## src/rtl/aud_player.sv

```systemverilog
// aud_player: I2S playback engine. It walks SRAM addresses 0..i_end_addr and
// shifts each sample out MSB-first on the DAC data line, one BCLK after each
// DACLRCK edge.
// Optional build macro: AUD_PLAYER_STEREO_DUP_EN. When it is defined, the
// right channel repeats the left sample. When it is undefined, the right
// channel sends zeros.
module aud_player #(
    parameter int DATA_W = 16,
    parameter int ADDR_W = 20
) (
    input  logic              i_clk,
    input  logic              i_rst_n,
    input  logic              i_lrc,
    input  logic              i_start,
    input  logic              i_pause,
    input  logic              i_stop,
    input  logic [ADDR_W-1:0] i_end_addr,
    input  logic [DATA_W-1:0] i_sram_data,
    output logic [ADDR_W-1:0] o_address,
    output logic              o_dacdat,
    output logic [2:0]        o_state,
    output logic              o_done
);

    typedef enum logic [2:0] {
        ST_IDLE  = 3'd0,
        ST_WAIT  = 3'd1,
        ST_SEND  = 3'd2,
        ST_PAUSE = 3'd3
    } state_t;

    localparam logic [4:0]        LAST_BIT = 5'(DATA_W - 1);
    localparam logic [ADDR_W-1:0] ADDR_ONE = {{(ADDR_W-1){1'b0}}, 1'b1};

    state_t            state_q, state_d;
    logic              lrc_q;
    logic [ADDR_W-1:0] addr_q, addr_d;
    logic [DATA_W-1:0] hold_q, hold_d;
    logic [DATA_W-1:0] shreg_q, shreg_d;
    logic [4:0]        bit_cnt_q, bit_cnt_d;
    logic              last_q, last_d;
    logic              done_q, done_d;

    logic              lrc_fall;
    logic              lrc_rise;
    logic [DATA_W-1:0] right_word;

    assign lrc_fall = lrc_q & ~i_lrc;
    assign lrc_rise = ~lrc_q & i_lrc;

`ifdef AUD_PLAYER_STEREO_DUP_EN
    assign right_word = hold_q;
`else
    assign right_word = '0;
`endif

    // The serial bit is driven only while sending. Reset therefore clears
    // it through the state register, without waiting for a clock edge.
    assign o_dacdat  = (state_q == ST_SEND) & shreg_q[DATA_W-1];
    assign o_address = addr_q;
    assign o_state   = state_q;
    assign o_done    = done_q;

    // Register all state. The LRC copy is updated in every state.
    always_ff @(posedge i_clk or negedge i_rst_n) begin
        if (!i_rst_n) begin
            state_q   <= ST_IDLE;
            lrc_q     <= 1'b0;
            addr_q    <= '0;
            hold_q    <= '0;
            shreg_q   <= '0;
            bit_cnt_q <= '0;
            last_q    <= 1'b0;
            done_q    <= 1'b0;
        end else begin
            state_q   <= state_d;
            lrc_q     <= i_lrc;
            addr_q    <= addr_d;
            hold_q    <= hold_d;
            shreg_q   <= shreg_d;
            bit_cnt_q <= bit_cnt_d;
            last_q    <= last_d;
            done_q    <= done_d;
        end
    end

    // Next-state logic. Priority is stop, then pause, then LRC-edge sequencing.
    always_comb begin
        state_d   = state_q;
        addr_d    = addr_q;
        hold_d    = hold_q;
        shreg_d   = shreg_q;
        bit_cnt_d = bit_cnt_q;
        last_d    = last_q;
        done_d    = 1'b0;

        case (state_q)
            ST_IDLE: begin
                addr_d = '0;
                last_d = 1'b0;
                if (i_start) begin
                    state_d = ST_WAIT;
                end
            end

            ST_PAUSE: begin
                if (i_stop) begin
                    state_d = ST_IDLE;
                    addr_d  = '0;
                    last_d  = 1'b0;
                end else if (!i_pause && i_start) begin
                    // Any partially sent word is dropped. The next fall
                    // reloads the same address from its MSB.
                    state_d   = ST_WAIT;
                    bit_cnt_d = '0;
                end
            end

            ST_WAIT, ST_SEND: begin
                if (i_stop) begin
                    state_d   = ST_IDLE;
                    addr_d    = '0;
                    last_d    = 1'b0;
                    bit_cnt_d = '0;
                end else if (i_pause) begin
                    state_d   = ST_PAUSE;
                    bit_cnt_d = '0;
                end else if (lrc_fall) begin
                    if (last_q) begin
                        state_d = ST_IDLE;
                        done_d  = 1'b1;
                        addr_d  = '0;
                        last_d  = 1'b0;
                    end else begin
                        hold_d    = i_sram_data;
                        shreg_d   = i_sram_data;
                        bit_cnt_d = '0;
                        state_d   = ST_SEND;
                    end
                end else if (lrc_rise) begin
                    // Advance during the right half-frame. This gives the
                    // SRAM a whole half-frame to settle before the next fall.
                    shreg_d   = right_word;
                    bit_cnt_d = '0;
                    state_d   = ST_SEND;
                    if (addr_q == i_end_addr) begin
                        last_d = 1'b1;
                    end else begin
                        addr_d = addr_q + ADDR_ONE;
                    end
                end else if (state_q == ST_SEND) begin
                    shreg_d   = {shreg_q[DATA_W-2:0], 1'b0};
                    bit_cnt_d = bit_cnt_q + 5'd1;
                    if (bit_cnt_q == LAST_BIT) begin
                        state_d = ST_WAIT;
                    end
                end
            end

            default: begin
                state_d = ST_IDLE;
            end
        endcase
    end

endmodule

```

## config.mk

```make
export PLATFORM = sky130hd
export DESIGN_NAME = aud_player
export DESIGN_NICKNAME = d
export VERILOG_FILES = /design/src/rtl/aud_player.sv
export SDC_FILE = /design/constraint.sdc
export NUM_CORES = 1
export LEC_CHECK = 0
export BUFFER_PORTS_ARGS = -buffer_cell sky130_fd_sc_hd__buf_2
export CELL_PAD_IN_SITES_DETAIL_PLACEMENT = 1
export CELL_PAD_IN_SITES_GLOBAL_PLACEMENT = 1
export CORE_MARGIN = 5
export CORE_UTILIZATION = 43
export DETAILED_ROUTE_END_ITERATION = 8
export GPL_TIMING_DRIVEN = 0
export PLACE_DENSITY = 0.89
export SLEW_MARGIN = 20
export SYNTH_ARGS = -nofsm -noshare
export SYNTH_HDL_FRONTEND = slang
export SYNTH_SLANG_ARGS = --single-unit
export TNS_END_PERCENT = 50
```

## constraint.sdc

```tcl
create_clock -name i_clk -period 5.8 [get_ports i_clk]
set_input_delay 0.87 -clock i_clk [delete_from_list [all_inputs] [get_ports i_clk]]
set_output_delay 0.87 -clock i_clk [all_outputs]
set_load 0.1 [all_outputs]
```

==> results of run 1 <==
-- kinds of logic (layout without fill, tap and decap cells) --
family | after synthesis | after routing | synth area share
adders and majority gates | 10 | 10 | 0.0446
buffers and inverters | 31 | 104 | 0.0486
and+or+nand+nor | 116 | 116 | 0.214
other | 1 | 1 | 0.00134
DFF | 46 | 46 | 0.411
AOI/OAI and AO/OA | 86 | 86 | 0.207
xor gates and xnor gates | 20 | 20 | 0.0625
muxes | 3 | 3 | 0.0112
-- critical path, delay by kind of cell --
kind | cells | cell delay, ns
AOI/OAI and AO/OA | 1 | 0.26
adders and majority gates | 1 | 0.21
buffers and inverters | 4 | 0.64
and+or+nand+nor | 3 | 1.08
-- how the worst max path moves through the flow --
stage,start,endpoint,slack [ns],cells past startpoint
3_3_place_gp,i_lrc,o_address[3]$_DFFE_PN0P_,2.65,9
4_1_cts,i_lrc,o_address[3]$_DFFE_PN0P_,2.94,9
6_report,i_lrc,o_address[3]$_DFFE_PN0P_,2.93,9
5_1_grt,i_lrc,o_address[2]$_DFFE_PN0P_,2.78,9
2_1_floorplan,o_state[0]$_DFFE_PN0P_,o_address[13]$_DFFE_PN0P_,2.80,8
3_5_place_dp,i_lrc,o_address[3]$_DFFE_PN0P_,2.63,9
-- flip-flops by register name, summed over array words and instances, names as in the netlist --
register and count:
shreg_q 16, o_state 2, bit_cnt_q 5, o_address 20, lrc_q 1, o_done 1, last_q 1
-- cell usage in the layout (no fill, tap or decap), types with 3 or more instances in the layout --
cell type  instances
a21oi_1           26
a22oi_1           15
and3_1             3
buf_2             65
buf_4              6
clkbuf_1           8
clkbuf_8           5
dfrtp_1           46
ha_1              10
inv_1             18
nand2_1           27
nand2b_1           9
nand3_1           20
nor2_1            24
nor3_1             4
nor4_1             8
o211ai_1          11
o21ai_0            9
o22ai_1            4
o311ai_0           3
or4_1              6
xor2_1            20
-- final cells by class --
type                       count  area, µm²
buffer                        13       68.8
clock buffer                   6       72.6
clock inverter                 2       37.5
fill                         780       3010
inverter                      18       67.6
multi-input combinational    236       1520
sequential                    46       1150
tap                           77       96.3
timing repair buffer          65        328
-- cells in the mapped netlist (all sizes together) (6+ instances only) --
cell | instances | area share
nand3 | 20 | 0.036
a21oi | 26 | 0.046
nor2 | 24 | 0.032
or4 | 9 | 0.026
buf | 6 | 0.015
dfrtp | 46 | 0.41
clkbuf | 7 | 0.0094
xor2 | 20 | 0.062
ha | 10 | 0.045
nand2b | 9 | 0.020
a22oi | 15 | 0.040
o21ai | 10 | 0.018
nand2 | 27 | 0.036
inv | 18 | 0.024
nor4 | 8 | 0.018
o211ai | 11 | 0.029
-- stage by stage --
step,hold WS (ns),setup slack [ns]
final,0.540,2.93
after global routing,0.557,2.78
after floorplan,0.472,2.80
after detailed placement,0.525,2.63
after global placement,0.493,2.65
after CTS,0.544,2.94
-- power by group through the flow --
| stage | sequential [W] | combinational, W | clock, W |
|---|---|---|---|
| CTS | 0.000440 | 0.000434 | 0.000246 |
| detailed placement | 0.000444 | 0.000431 | 0 |
| global placement | 0.000440 | 0.000408 | 0 |
| global route | 0.000450 | 0.000475 | 0.000261 |
| finish | 0.000441 | 0.000431 | 0.000242 |
| floorplan | 0.000497 | 0.000252 | 0 |
-- metal layers --
metal  share of wire  up-vias  global-route usage
li1                -     1286                   -
met5               0        -                   0
met2            0.52       60               0.380
met1            0.42     1350               0.236
met4           0.022        0              0.0596
met3           0.039       15              0.0425
==> flow_summary.json, run 1 <==
{
  "worstMarginPinSlew_ns": 0.776,
  "n_antenna_cell": 0,
  "cts_buffer_depth": 2,
  "cp_cell_sequence": "buf_2 -> inv_1 -> ha_1 -> clkbuf_1 -> nor2_1 -> nand2b_1 -> buf_4 -> or2_1 -> o31ai_1",
  "fin_skew_ns": 0.00634,
  "gp_congestion": 0.841,
  "synthCells": 313,
  "async_flop_share": 1.00,
  "grt_pass1_wl_um": 14200,
  "cpPeakStageDelay_ns": 0.49,
  "p_leak_nw": 1.60,
  "cp-start-kind": "input port",
  "ys.flop_type": "dfrtp_1",
  "maxCapViolations": 0,
  "viasPerCell": 5.86,
  "slew_viol_final": 0,
  "vias": 2711,
  "worstPathMaxFanout": 10,
  "reg2reg_from": "o_state[1]$_DFFE_PN0P_",
  "tritoncts": "yes",
  "clock_sinks": 46,
  "synth_edf_count": 0,
  "finalCritPeriodShare": 0.495,
  "nets": 437,
  "clock_latency_ns": 0.30,
  "rsz0062_at_grt": "no",
  "antenna_found_initial": 0,
  "status": "finished, final reports clean",
  "die_y_um": 90.8,
  "yosysSeqAreaShare": 0.411,
  "rrSetupSlack_ns": 3.06,
  "synth_fp_nets": 365,
  "whs_path_depth": 2,
  "placed_cell_area_mm2": 0.00323,
  "place_inst": 455,
  "initial_core_util": 0.442,
  "arrival_ns": 3.07,
  "ios": 67,
  "rows": 29,
  "tns_ns": 0,
  "firstDrtPassIters": 4,
  "fin_crit_ns": 2.87,
  "yosys_warnings": 0,
  "ys_types": 51,
  "antenna_left": 0,
  "drive_above_1_share": 0.225,
  "power_w": 0.00111,
  "p_clk_frac": 0.217,
  "port_buffers": 65,
  "dieArea_mm2": 0.00824,
  "p_sw_frac": 0.409,
  "post-cts-setup-buffer-count": 0,
  "ys_ff_latch": 46,
  "ctsResizeCount": 0,
  "core_mm2": 0.00635,
  "grt_use_total": 0.206,
  "cts_inserted_buffers": 5,
  "path_class": "input port to flop",
  "ir_drop_uv": 203,
  "required_ns": 6.00,
  "areaGrowthSynthToFinish_pct": 19.1,
  "cts_root_buf": "clkbuf_8",
  "hold_buffers": 0,
  "h-tree-depth": 2,
  "pwr-share-seq": 0.396,
  "min_to": "shreg_q[6]$_DFFE_PN0P_",
  "wl_per_cell_um": 18.0,
  "finalNonFillerCells": 463,
  "worstHoldPathType": "flop to flop",
  "internal-power_w": 0.000658,
  "wl_um": 8340,
  "p_switching_w": 0.000456,
  "final_util": 0.526,
  "grt_max_degree": 47,
  "die_w_um": 90.8,
  "power_frac_comb": 0.387,
  "setup_viol_count_final": 0,
  "post-route-cell-area_mm2": 0.00334,
  "slowest_stage": "nor2_1",
  "endpoint_kind": "flop",
  "synth.avg_cell_area_um2": 8.96,
  "relSlewSlack": 0.479,
  "hold_viol": 0,
  "rr_worst_depth": 8,
  "drc": 0,
  "r2r-end": "o_address[3]$_DFFE_PN0P_",
  "grt_pass1_vias": 2977,
  "hold_path.startpoint": "shreg_q[6]$_DFFE_PN0P_",
  "overflow": 0,
  "powerDensity_mw_per_mm2": 334,
  "hpwl_um": 6310,
  "synth_area_mm2": 0.00280,
  "clk_pin_slew_ns": 0.09,
  "drt_iter0_drc": 107,
  "fmax_mhz": 348
}
(Power assumes the default switching activity.)
==> run 2: changes to the inputs <==
--- a/config.mk
+++ b/config.mk
@@ -5,14 +5,15 @@
 export SDC_FILE = /design/constraint.sdc
 export NUM_CORES = 1
 export LEC_CHECK = 0
+export ABC_AREA = 1
 export BUFFER_PORTS_ARGS = -buffer_cell sky130_fd_sc_hd__buf_2
 export CELL_PAD_IN_SITES_DETAIL_PLACEMENT = 1
 export CELL_PAD_IN_SITES_GLOBAL_PLACEMENT = 1
 export CORE_MARGIN = 5
-export CORE_UTILIZATION = 43
+export CORE_UTILIZATION = 39
 export DETAILED_ROUTE_END_ITERATION = 8
 export GPL_TIMING_DRIVEN = 0
-export PLACE_DENSITY = 0.89
+export PLACE_DENSITY = 0.84
 export SLEW_MARGIN = 20
 export SYNTH_ARGS = -nofsm -noshare
 export SYNTH_HDL_FRONTEND = slang
==> constraint.sdc (replaced) <==
create_clock -name i_clk -period 2.8 [get_ports i_clk]
set_input_delay 0.42 -clock i_clk [delete_from_list [all_inputs] [get_ports i_clk]]
set_output_delay 0.42 -clock i_clk [all_outputs]
set_load 0.1 [all_outputs]
==> run 2 against run 1 <==
Combinational power grew to 3.3 times the previous value. Count of clock-buffer cells in the layout did not move. Cell count grew 45%. First-iteration DRC count shrank 6.5%. Clock power grew 110%. Final area up 17%. Clock skew shrank 0.00052 ns. Die area increased by 27%.
==> flow_summary.json, run 2 <==
{
  "worstHoldPathType": "input port to async pin",
  "synthXorXnorAreaFrac": 0.0237,
  "required_ns": 3.05,
  "busiest_layer": "met2",
  "endpoint_kind": "flop",
  "synthCells": 493,
  "worstMarginPinSlew_ns": 0.621,
  "synth_most_common_cell": "nand2_1",
  "met3_usage": 0.0348,
  "setup_viol_count_final": 0,
  "power_w": 0.00284,
  "drive_above_1_share": 0.221,
  "maxCapViolations": 0,
  "path_class": "flop to flop",
  "grt_use_total": 0.202,
  "fin_crit_ns": 2.17,
  "synth_compound_area_frac": 0.0661,
  "relSlewSlack": 0.586,
  "grt_pass1_vias": 3601,
  "pwr-share-seq": 0.321,
  "grt_max_degree": 47,
  "grt_pass1_wl_um": 16900,
  "worstPathMaxFanout": 10,
  "slew_viol_final": 0,
  "synth.avg_cell_area_um2": 6.76,
  "rr_worst_depth": 7,
  "drt_iter0_drc": 100,
  "synthAdderAreaFrac": 0.0376,
  "synth.top_cell.area_share": 0.346,
  "clock_latency_ns": 0.31,
  "tns_ns": 0,
  "firstDrtPassIters": 4,
  "ys_ff_latch": 46,
  "fmax_mhz": 461,
  "p_sw_frac": 0.487,
  "tritoncts": "yes",
  "arrival_ns": 2.42,
  "layout_commonest_cell": "nand2_1",
  "hold_buffers": 0,
  "gp_congestion": 0.885,
  "status": "finished, final reports clean",
  "ctsResizeCount": 0,
  "r2r-end": "o_address[9]$_DFFE_PN0P_",
  "synth_fp_nets": 545,
  "synth_top_family_by_area": "simple AND/OR/NAND/NOR gates",
  "synth_top_area_cell": "dfrtp_1",
  "initial_core_util": 0.403,
  "cts_inserted_buffers": 5,
  "p_leak_nw": 2.04,
  "powerDensity_mw_per_mm2": 730,
  "drc": 0,
  "wl_per_cell_um": 15.2,
  "ys_types": 39,
  "post-cts-setup-buffer-count": 0,
  "p_switching_w": 0.00138,
  "ir_drop_uv": 320,
  "synth_area_leaders": "dfrtp_1 35%, nand2_1 18%, nand3_1 7.5%, nor2_1 6.2%, inv_1 4.8%",
  "n_antenna_cell": 0,
  "ios": 67,
  "antenna_left": 0,
  "vias": 3470,
  "hpwl_um": 7830,
  "viasPerCell": 5.18,
  "fin_skew_ns": 0.00582,
  "wl_um": 10200,
  "layout_common_cells": "157 x nand2_1, 70 x buf_2, 55 x nor2_1",
  "die_y_um": 102,
  "synth_edf_count": 0,
  "ys.flop_type": "dfrtp_1",
  "h-tree-depth": 2,
  "power_frac_comb": 0.496,
  "rrSetupSlack_ns": 0.63,
  "internal-power_w": 0.00146,
  "yosysSeqAreaShare": 0.346,
  "areaGrowthSynthToFinish_pct": 16.9,
  "largest_reg_flops": 20,
  "port_buffers": 64,
  "hold_viol": 0,
  "synth_area_mm2": 0.00333,
  "grtUsageMet2": 0.374,
  "clk_pin_slew_ns": 0.10,
  "cp-start-kind": "flop",
  "overflow": 0,
  "crit_start": "o_state[0]$_DFFE_PN0P_",
  "grt_util_met1": 0.242,
  "nets": 616,
  "clock_sinks": 46,
  "async_flop_share": 1.00,
  "finalCritPeriodShare": 0.775,
  "yosys_warnings": 0,
  "antenna_found_initial": 0,
  "synthSimpleGateAreaFrac": 0.435,
  "die_w_um": 102,
  "synth_common_cells": "157 x nand2_1, 55 x nor2_1, 50 x nand3_1",
  "p_clk_frac": 0.183,
  "core_mm2": 0.00826,
  "reg2reg_from": "o_state[0]$_DFFE_PN0P_",
  "rsz0062_at_grt": "no",
  "rows": 33,
  "cts_root_buf": "clkbuf_8",
  "cts_buffer_depth": 2,
  "muxShareOfSynthArea": 0,
  "dieArea_mm2": 0.0105
}
## run 2: changes by cell type after synthesis, sizes merged, moves of 13 or more
cell   change
nand2    +147
nor2      +37
inv       +34
nand3     +31
a21oi     -23
a22oi     -15
a31oi     +14
nor3      +14
xor2      -13
## run 2: per-layer routing
layer  wire [µm]  vias to the layer above
met5           0                        -
met3         516                       10
met2        5290                       86
met1        4270                     1662
met4          97                        0
li1            -                     1712
## run 2: per-stage QoR
| stage | cell area, µm² | std cells | utilization | worst slack (ns) | hold WS, ns |
|---|---|---|---|---|---|
| 2_1_floorplan | 3330 | 493 | - | 0.230 | 0.124 |
| 3_3_place_gp | 3780 | 662 | 0.458 | 0.724 | 0.500 |
| 3_5_place_dp | 3780 | 662 | 0.458 | 0.602 | 0.499 |
| 4_1_cts | 3890 | 670 | 0.471 | 0.609 | 0.257 |
| 5_1_grt | 3890 | 670 | 0.472 | 0.444 | 0.166 |
| 6_report | 3890 | 670 | 0.472 | 0.630 | 0.0867 |
## run 2: worst max-delay path, cell delays in order, from the launching register on
cell and delay, ns:
dfrtp_1 0.41, inv_1 0.11, ha_1 0.44, clkinv_1 0.32, clkbuf_1 0.35, nor3_1 0.33
nand2_2 0.07, nand2_1 0.06
## run 2: worst max path at each step
stage / to / slack [ns] / cells after the start
5_1_grt: bit_cnt_q[2]$_DFFE_PN0P_ / 0.44 / 12
4_1_cts: o_address[11]$_DFFE_PN0P_ / 0.61 / 7
3_5_place_dp: o_address[11]$_DFFE_PN0P_ / 0.60 / 11
6_report: o_address[9]$_DFFE_PN0P_ / 0.63 / 7
2_1_floorplan: o_address[3]$_DFFE_PN0P_ / 0.23 / 11
3_3_place_gp: o_address[2]$_DFFE_PN0P_ / 0.72 / 12
## run 2: cells by family (layout without fill, tap and decap cells)
| family | Yosys count | in the layout |
|---|---|---|
| xor gates and xnor gates | 9 | 9 |
| and+or+nand+nor | 321 | 321 |
| buffers and inverters | 71 | 143 |
| DFF | 46 | 46 |
| adders and majority gates | 10 | 10 |
| AOI/OAI and AO/OA | 35 | 35 |
| other | 1 | 1 |
## run 2: area by class of cell
| class | count | area (µm²) |
|---|---|---|
| Fill cell | 1141 | 4360 |
| Multi-Input combinational cell | 376 | 1880 |
| Sequential cell | 46 | 1150 |
| Timing Repair Buffer | 64 | 323 |
| Inverter | 53 | 201 |
| Tap cell | 105 | 131 |
| Buffer | 18 | 103 |
| Clock buffer | 6 | 72.6 |
| Clock inverter | 2 | 37.5 |
## run 2: power groups by stage
| stage | Clock [W] | Sequential [W] | Combinational (W) |
|---|---|---|---|
| 2_1_floorplan | 0 | 0.00107 | 0.000880 |
| 3_3_place_gp | 0 | 0.000915 | 0.00136 |
| 3_5_place_dp | 0 | 0.000924 | 0.00142 |
| 4_1_cts | 0.000534 | 0.000912 | 0.00143 |
| 5_1_grt | 0.000558 | 0.000935 | 0.00155 |
| 6_report | 0.000520 | 0.000912 | 0.00141 |
